`config.mk`:
```
export PLATFORM = sky130hd
export DESIGN_NAME = piso_serializer
export DESIGN_NICKNAME = d
export VERILOG_FILES = /design/src/rtl/piso_serializer.sv
export SDC_FILE = /design/constraint.sdc
export NUM_CORES = 1
export LEC_CHECK = 0
export ABC_AREA = 1
export CORE_AREA = 2 2 47 49
export CTS_BUF_LIST = sky130_fd_sc_hd__clkbuf_8
export CTS_CLUSTER_DIAMETER = 60
export DETAILED_ROUTE_END_ITERATION = 8
export DIE_AREA = 0 0 49 51
export PLACE_DENSITY_LB_ADDON = 0.3
export RECOVER_POWER = 100
export SLEW_MARGIN = 20
export SYNTH_ARGS = -nofsm -noshare
export SYNTH_HDL_FRONTEND = slang
export SYNTH_SLANG_ARGS = --single-unit
```
`constraint.sdc`:
```
create_clock -name clock -period 2.73 [get_ports clock]
set_input_delay 0.273 -clock clock [delete_from_list [all_inputs] [get_ports clock]]
set_output_delay 0.273 -clock clock [all_outputs]
set_load 0.005 [all_outputs]
```
`src/rtl/piso_serializer.sv`:
```
// piso_serializer: parallel-in serial-out transmitter with valid/ready load
// handshake and a framing strobe (ser_valid/ser_last).
// Optional feature macro: PISO_PARITY_EN appends an even-parity bit to every
// frame (WIDTH+1 cycles per frame). Without it a frame is exactly WIDTH bits.
//
// state | meaning
// IDLE  | no frame in progress, ready for a word
// SHIFT | sending data bits, r_cnt = index of the bit on ser_out
// PAR   | sending the parity bit (PISO_PARITY_EN only)
module piso_serializer #(
  parameter int WIDTH     = 8,
  parameter bit MSB_FIRST = 1'b1
) (
  input  logic             clock,
  input  logic             clear_n,
  input  logic [WIDTH-1:0] load_data,
  input  logic             load_valid,
  output logic             load_ready,
  output logic             ser_out,
  output logic             ser_valid,
  output logic             ser_last,
  output logic             busy
);

  localparam int            CW       = $clog2(WIDTH + 1);
  localparam logic [CW-1:0] LAST_IDX = CW'(WIDTH - 1);

`ifdef PISO_PARITY_EN
  typedef enum logic [1:0] {ST_IDLE = 2'd0, ST_SHIFT = 2'd1, ST_PAR = 2'd2} state_t;
`else
  typedef enum logic [1:0] {ST_IDLE = 2'd0, ST_SHIFT = 2'd1} state_t;
`endif

  state_t           r_state, w_state_nxt;
  logic [WIDTH-1:0] r_sr, w_sr_nxt;
  logic [CW-1:0]    r_cnt, w_cnt_nxt;
  logic             r_ready, w_ready_nxt;
  logic             w_accept;
  logic             w_bit;
  logic [WIDTH-1:0] w_sr_shift;
`ifdef PISO_PARITY_EN
  logic             r_par, w_par_nxt;
`endif

  assign w_accept   = load_valid && r_ready;
  assign w_bit      = MSB_FIRST ? r_sr[WIDTH-1] : r_sr[0];
  assign w_sr_shift = MSB_FIRST ? {r_sr[WIDTH-2:0], 1'b0} : {1'b0, r_sr[WIDTH-1:1]};
  assign load_ready = r_ready;

  // Next-state, next-datapath and frame outputs; outputs decode from state so
  // an asynchronous clear forces them low without waiting for a clock edge.
  always_comb begin
    w_state_nxt = r_state;
    w_sr_nxt    = r_sr;
    w_cnt_nxt   = r_cnt;
`ifdef PISO_PARITY_EN
    w_par_nxt   = r_par;
`endif
    ser_out     = 1'b0;
    ser_valid   = 1'b0;
    ser_last    = 1'b0;
    busy        = 1'b0;
    case (r_state)
      ST_IDLE: begin
        if (w_accept) begin
          w_state_nxt = ST_SHIFT;
          w_sr_nxt    = load_data;
          w_cnt_nxt   = '0;
`ifdef PISO_PARITY_EN
          w_par_nxt   = ^load_data;
`endif
        end
      end
      ST_SHIFT: begin
        ser_valid = 1'b1;
        busy      = 1'b1;
        ser_out   = w_bit;
        if (r_cnt == LAST_IDX) begin
`ifdef PISO_PARITY_EN
          w_state_nxt = ST_PAR;
`else
          ser_last = 1'b1;
          if (w_accept) begin
            w_sr_nxt  = load_data;
            w_cnt_nxt = '0;
          end else begin
            w_state_nxt = ST_IDLE;
          end
`endif
        end else begin
          w_sr_nxt  = w_sr_shift;
          w_cnt_nxt = r_cnt + CW'(1);
        end
      end
`ifdef PISO_PARITY_EN
      ST_PAR: begin
        ser_valid = 1'b1;
        busy      = 1'b1;
        ser_out   = r_par;
        ser_last  = 1'b1;
        if (w_accept) begin
          w_state_nxt = ST_SHIFT;
          w_sr_nxt    = load_data;
          w_cnt_nxt   = '0;
          w_par_nxt   = ^load_data;
        end else begin
          w_state_nxt = ST_IDLE;
        end
      end
`endif
      default: w_state_nxt = ST_IDLE;
    endcase
  end

  // Ready is registered: high for the cycle the DUT will be idle or on the
  // final frame bit, so a word can be taken without a bubble.
  always_comb begin
    w_ready_nxt = (w_state_nxt == ST_IDLE);
`ifdef PISO_PARITY_EN
    if (w_state_nxt == ST_PAR) w_ready_nxt = 1'b1;
`else
    if ((w_state_nxt == ST_SHIFT) && (w_cnt_nxt == LAST_IDX)) w_ready_nxt = 1'b1;
`endif
  end

  // State and datapath registers with asynchronous clear.
  always_ff @(posedge clock or negedge clear_n) begin
    if (!clear_n) begin
      r_state <= ST_IDLE;
      r_sr    <= '0;
      r_cnt   <= '0;
      r_ready <= 1'b0;
`ifdef PISO_PARITY_EN
      r_par   <= 1'b0;
`endif
    end else begin
      r_state <= w_state_nxt;
      r_sr    <= w_sr_nxt;
      r_cnt   <= w_cnt_nxt;
      r_ready <= w_ready_nxt;
`ifdef PISO_PARITY_EN
      r_par   <= w_par_nxt;
`endif
    end
  end

endmodule

```
==> summary.txt <==
Clocking
  • CTS sink cnt: 15
  • Hold bufs inserted after CTS: 0
  • Cts bufs inserted: 3
  • CTS tree: yes
  • Bufs on Longest Clock Path: 2
  • Clk slew on worst S/H paths: 0.06 ns
  • Clock Latency Late Sink: 0.24 ns
  • Setup bufs post-CTS: 0
  • Cts repair resizes: 0
  • CTS H-tree lvls: 1
  • Clk root buf: clkbuf_8

Floorplan
  • Core ar.: 2063 µm²
  • Chip height: 51 µm
  • DIE WIDTH: 49 µm
  • Top Ports: 16
  • Die area: 2499 µm²
  • Rows: 17
  • Initial core utilization: between 40% and 50%

Synth
  • Synth Flop Type: dfrtp_1
  • Area share of fa/ha/maj cells after synthesis: 1.484%
  • Multiplexer area fraction after synthesis: 0%
  • Synth cell types: 22
  • Synth top area share: 44.51%
  • Post-Synth Simple-Gate Area: around 40%
  • Top-count cell post-synth: nand2_1
  • Post-synth EDFFs: 0
  • Area contributors post-synth: dfrtp_1, nand2_1, nor2_1
  • Async set-reset flop share out of synthesis: 100.0%
  • Synth top cells by count: nand2_1, dfrtp_1, nor2_1, inv_1, nand3_1
  • Sequential element share of the synthesized area: 44.51%
  • Compound-Gate Fraction of Synth Area: 4.451%
  • Syn_nets: 111
  • Synthesized cell area: 843.3 µm²
  • FF+latch count, synth: 15
  • Post-Synth XOR/XNOR Area: 0%
  • Ys Warns: 0
  • Largest family of logic cells by synthesized area: simple AND/OR/NAND/NOR gates
  • Largest area contributor in the netlist: dfrtp_1
  • Syn Area/Cell: 8.518 µm²
  • Mapped Cells: 99

Final layout
  • Sequential cell area: 375.4 µm²
  • Multi-input gate area: between 300 and 400 µm²
  • Layout cell share with drive strength beyond 1: 13.79%
  • Post-layout util: 48.94%
  • Area growth syn-to-layout: 19.73%
  • Nets: 129
  • Filler Cells Inserted: 215
  • Post-route cell area: roughly 1000 µm²
  • Antenna Cells: 0

Placed design
  • GPL Wtd Cong: ~0.78
  • Placed Area: 1010 µm²
  • DP HPWL: 1231 µm
  • IO buf count: 15

Setup path
  • Crit path from: r_cnt[0]$_DFF_PN0_
  • Worst r2r src: r_cnt[0]$_DFF_PN0_
  • Crit-path max FO: 13
  • CP bufs+invs: 2
  • Crit path cell chain: ha_1 -> nand3_1 -> nand2_1 -> inv_6 -> nor2_1 -> inv_6 -> nor2_1 -> nor3_2
  • Worst endpoint required time: ~2.9 ns
  • Critical path arrival: 2.05 ns
  • CP Capture Point: r_sr[5]$_DFFE_PN0N_
  • R2r setup slk: 0.80 ns
  • FF-to-FF path depth: 8
  • Worst path top cell family by delay: simple AND/OR/NAND/NOR gates
  • Crit Path Class: register to register
  • Critical Path Stages: 8
  • CP Capture Type: register
  • CP Launch Type: register
  • R2r endpoint: r_sr[5]$_DFFE_PN0N_
  • Crit-path slowest cell: nand2_1
  • Slowest cell delay on critical path: 0.43 ns

Route
  • Routed len/inst: ~11 µm
  • Antenna-violating nets left: 0
  • Routed via count: between 600 and 700
  • Post-DR vias/cell: 4.604
  • Final WL: 1567 µm
  • TritonRoute pass-1 iters: 4
  • Initial drt markers: 4
  • DRC: 0

Run status
  • Status: finished clean

Global route
  • First-pass GRT wire length: 2863 µm
  • Initial antenna violation count: 0
  • Largest net degree at the start of global routing: 16
  • Vias in the first global route: 682
  • Total GRT Usage: 14.98%
  • Overflow after GRT: 0

Power and ir drop
  • PD cells: 693.9 nW/µm²
  • Pwr Total: 700.7 µW
  • Max IR drop VDD: 0.3962 mV
  • Leakage: 0.0004962 µW

Timing
  • Setup Skew: 0.002049 ns
  • Peak Freq: just over 500 MHz
  • Part of the cycle the worst path needs: 70.69%
  • Setup-failing EPs final: 0
  • Slew Limit Fails: 0
  • Max_slew headroom: a little over half
  • Crit path time final: 1.930 ns
  • Setup TNS: 0 ns
  • RSZ-0062 raised after global routing: no
  • Hold_ws: 0.5096 ns
  • Worst-Margin Slew: 0.6760 ns
  • Final hold vios: 0

Worst hold path
  • Hold Path Class: input pin to async pin

Flow run
  • Max Cap Violations: 0
how the worst min path moves through the flow:
stage	startpoint	to	slack [ns]	cells past startpoint
after floorplan	clear_n	load_ready$_DFF_PN0_	-0.02	0
after global placement	r_sr[6]$_DFFE_PN0N_	r_sr[6]$_DFFE_PN0N_	0.50	2
after detailed placement	r_sr[6]$_DFFE_PN0N_	r_sr[6]$_DFFE_PN0N_	0.50	2
after CTS	clear_n	r_sr[2]$_DFFE_PN0N_	0.46	1
after global routing	clear_n	r_sr[3]$_DFFE_PN0N_	0.57	1
final	clear_n	r_sr[0]$_DFFE_PN0N_	0.51	1
per-layer routing:
layer / share of wire, % / up-vias / GRT usage [%]
li1: - / 342 / -
met1: 44 / 309 / 17.55
met4: 0 / 0 / 4.286
met3: 3.0 / 0 / 2.924
met2: 53 / 12 / 27.85
met5: 0 / - / 0
per-stage QoR:
stage | cells | setup WS [ns]
final | 144 | 0.8001
after global routing | 144 | 0.5940
after CTS | 144 | 0.8384
after detailed placement | 140 | 1.108
after global placement | 140 | 1.126
after floorplan | 99 | 1.460
final cells by class:
| type | count | share of cell area, % |
|---|---|---|
| inverter | 13 | 5.824 |
| clock buffer | 3 | 4.089 |
| sequential | 15 | 37.17 |
| multi-input combinational | 69 | 34.20 |
| clock inverter | 1 | 0.3717 |
| tap | 28 | 3.470 |
| timing repair buffer | 15 | 14.87 |
cell families (layout without fill, tap and decap cells):
group | Yosys count | after routing
AOI/OAI and AO/OA | 6 | 6
adders and majority gates | 1 | 1
buffers and inverters | 15 | 32
DFF | 15 | 15
other | 1 | 1
and+or+nand+nor | 61 | 61
state kept, by name, summed over array words and instances, names as in the netlist:
| name | count |
|---|---|
| r_sr | 8 |
| r_cnt | 4 |
| r_state | 2 |
| load_ready | 1 |
layout by cell type, fill, tap and decap left out, types with 2 or more instances in the layout:
cell type	n
clkbuf_8	3
clkdlybuf4s50_1	10
dfrtp_1	15
dlygate4sd3_1	5
inv_1	11
inv_6	2
nand2_1	18
nand2_2	3
nand3_1	8
nor2_1	21
nor3_1	5
nor3_2	5
o21ai_0	3
power by group:
group | internal [µW] | switching (µW) | leakage [µW]
sequential | 286 | 37.6 | 0.000175
clock | 99.3 | 71.1 | 0.0000269
combinational | 87.3 | 119 | 0.000294
(Power assumes the default switching activity.)
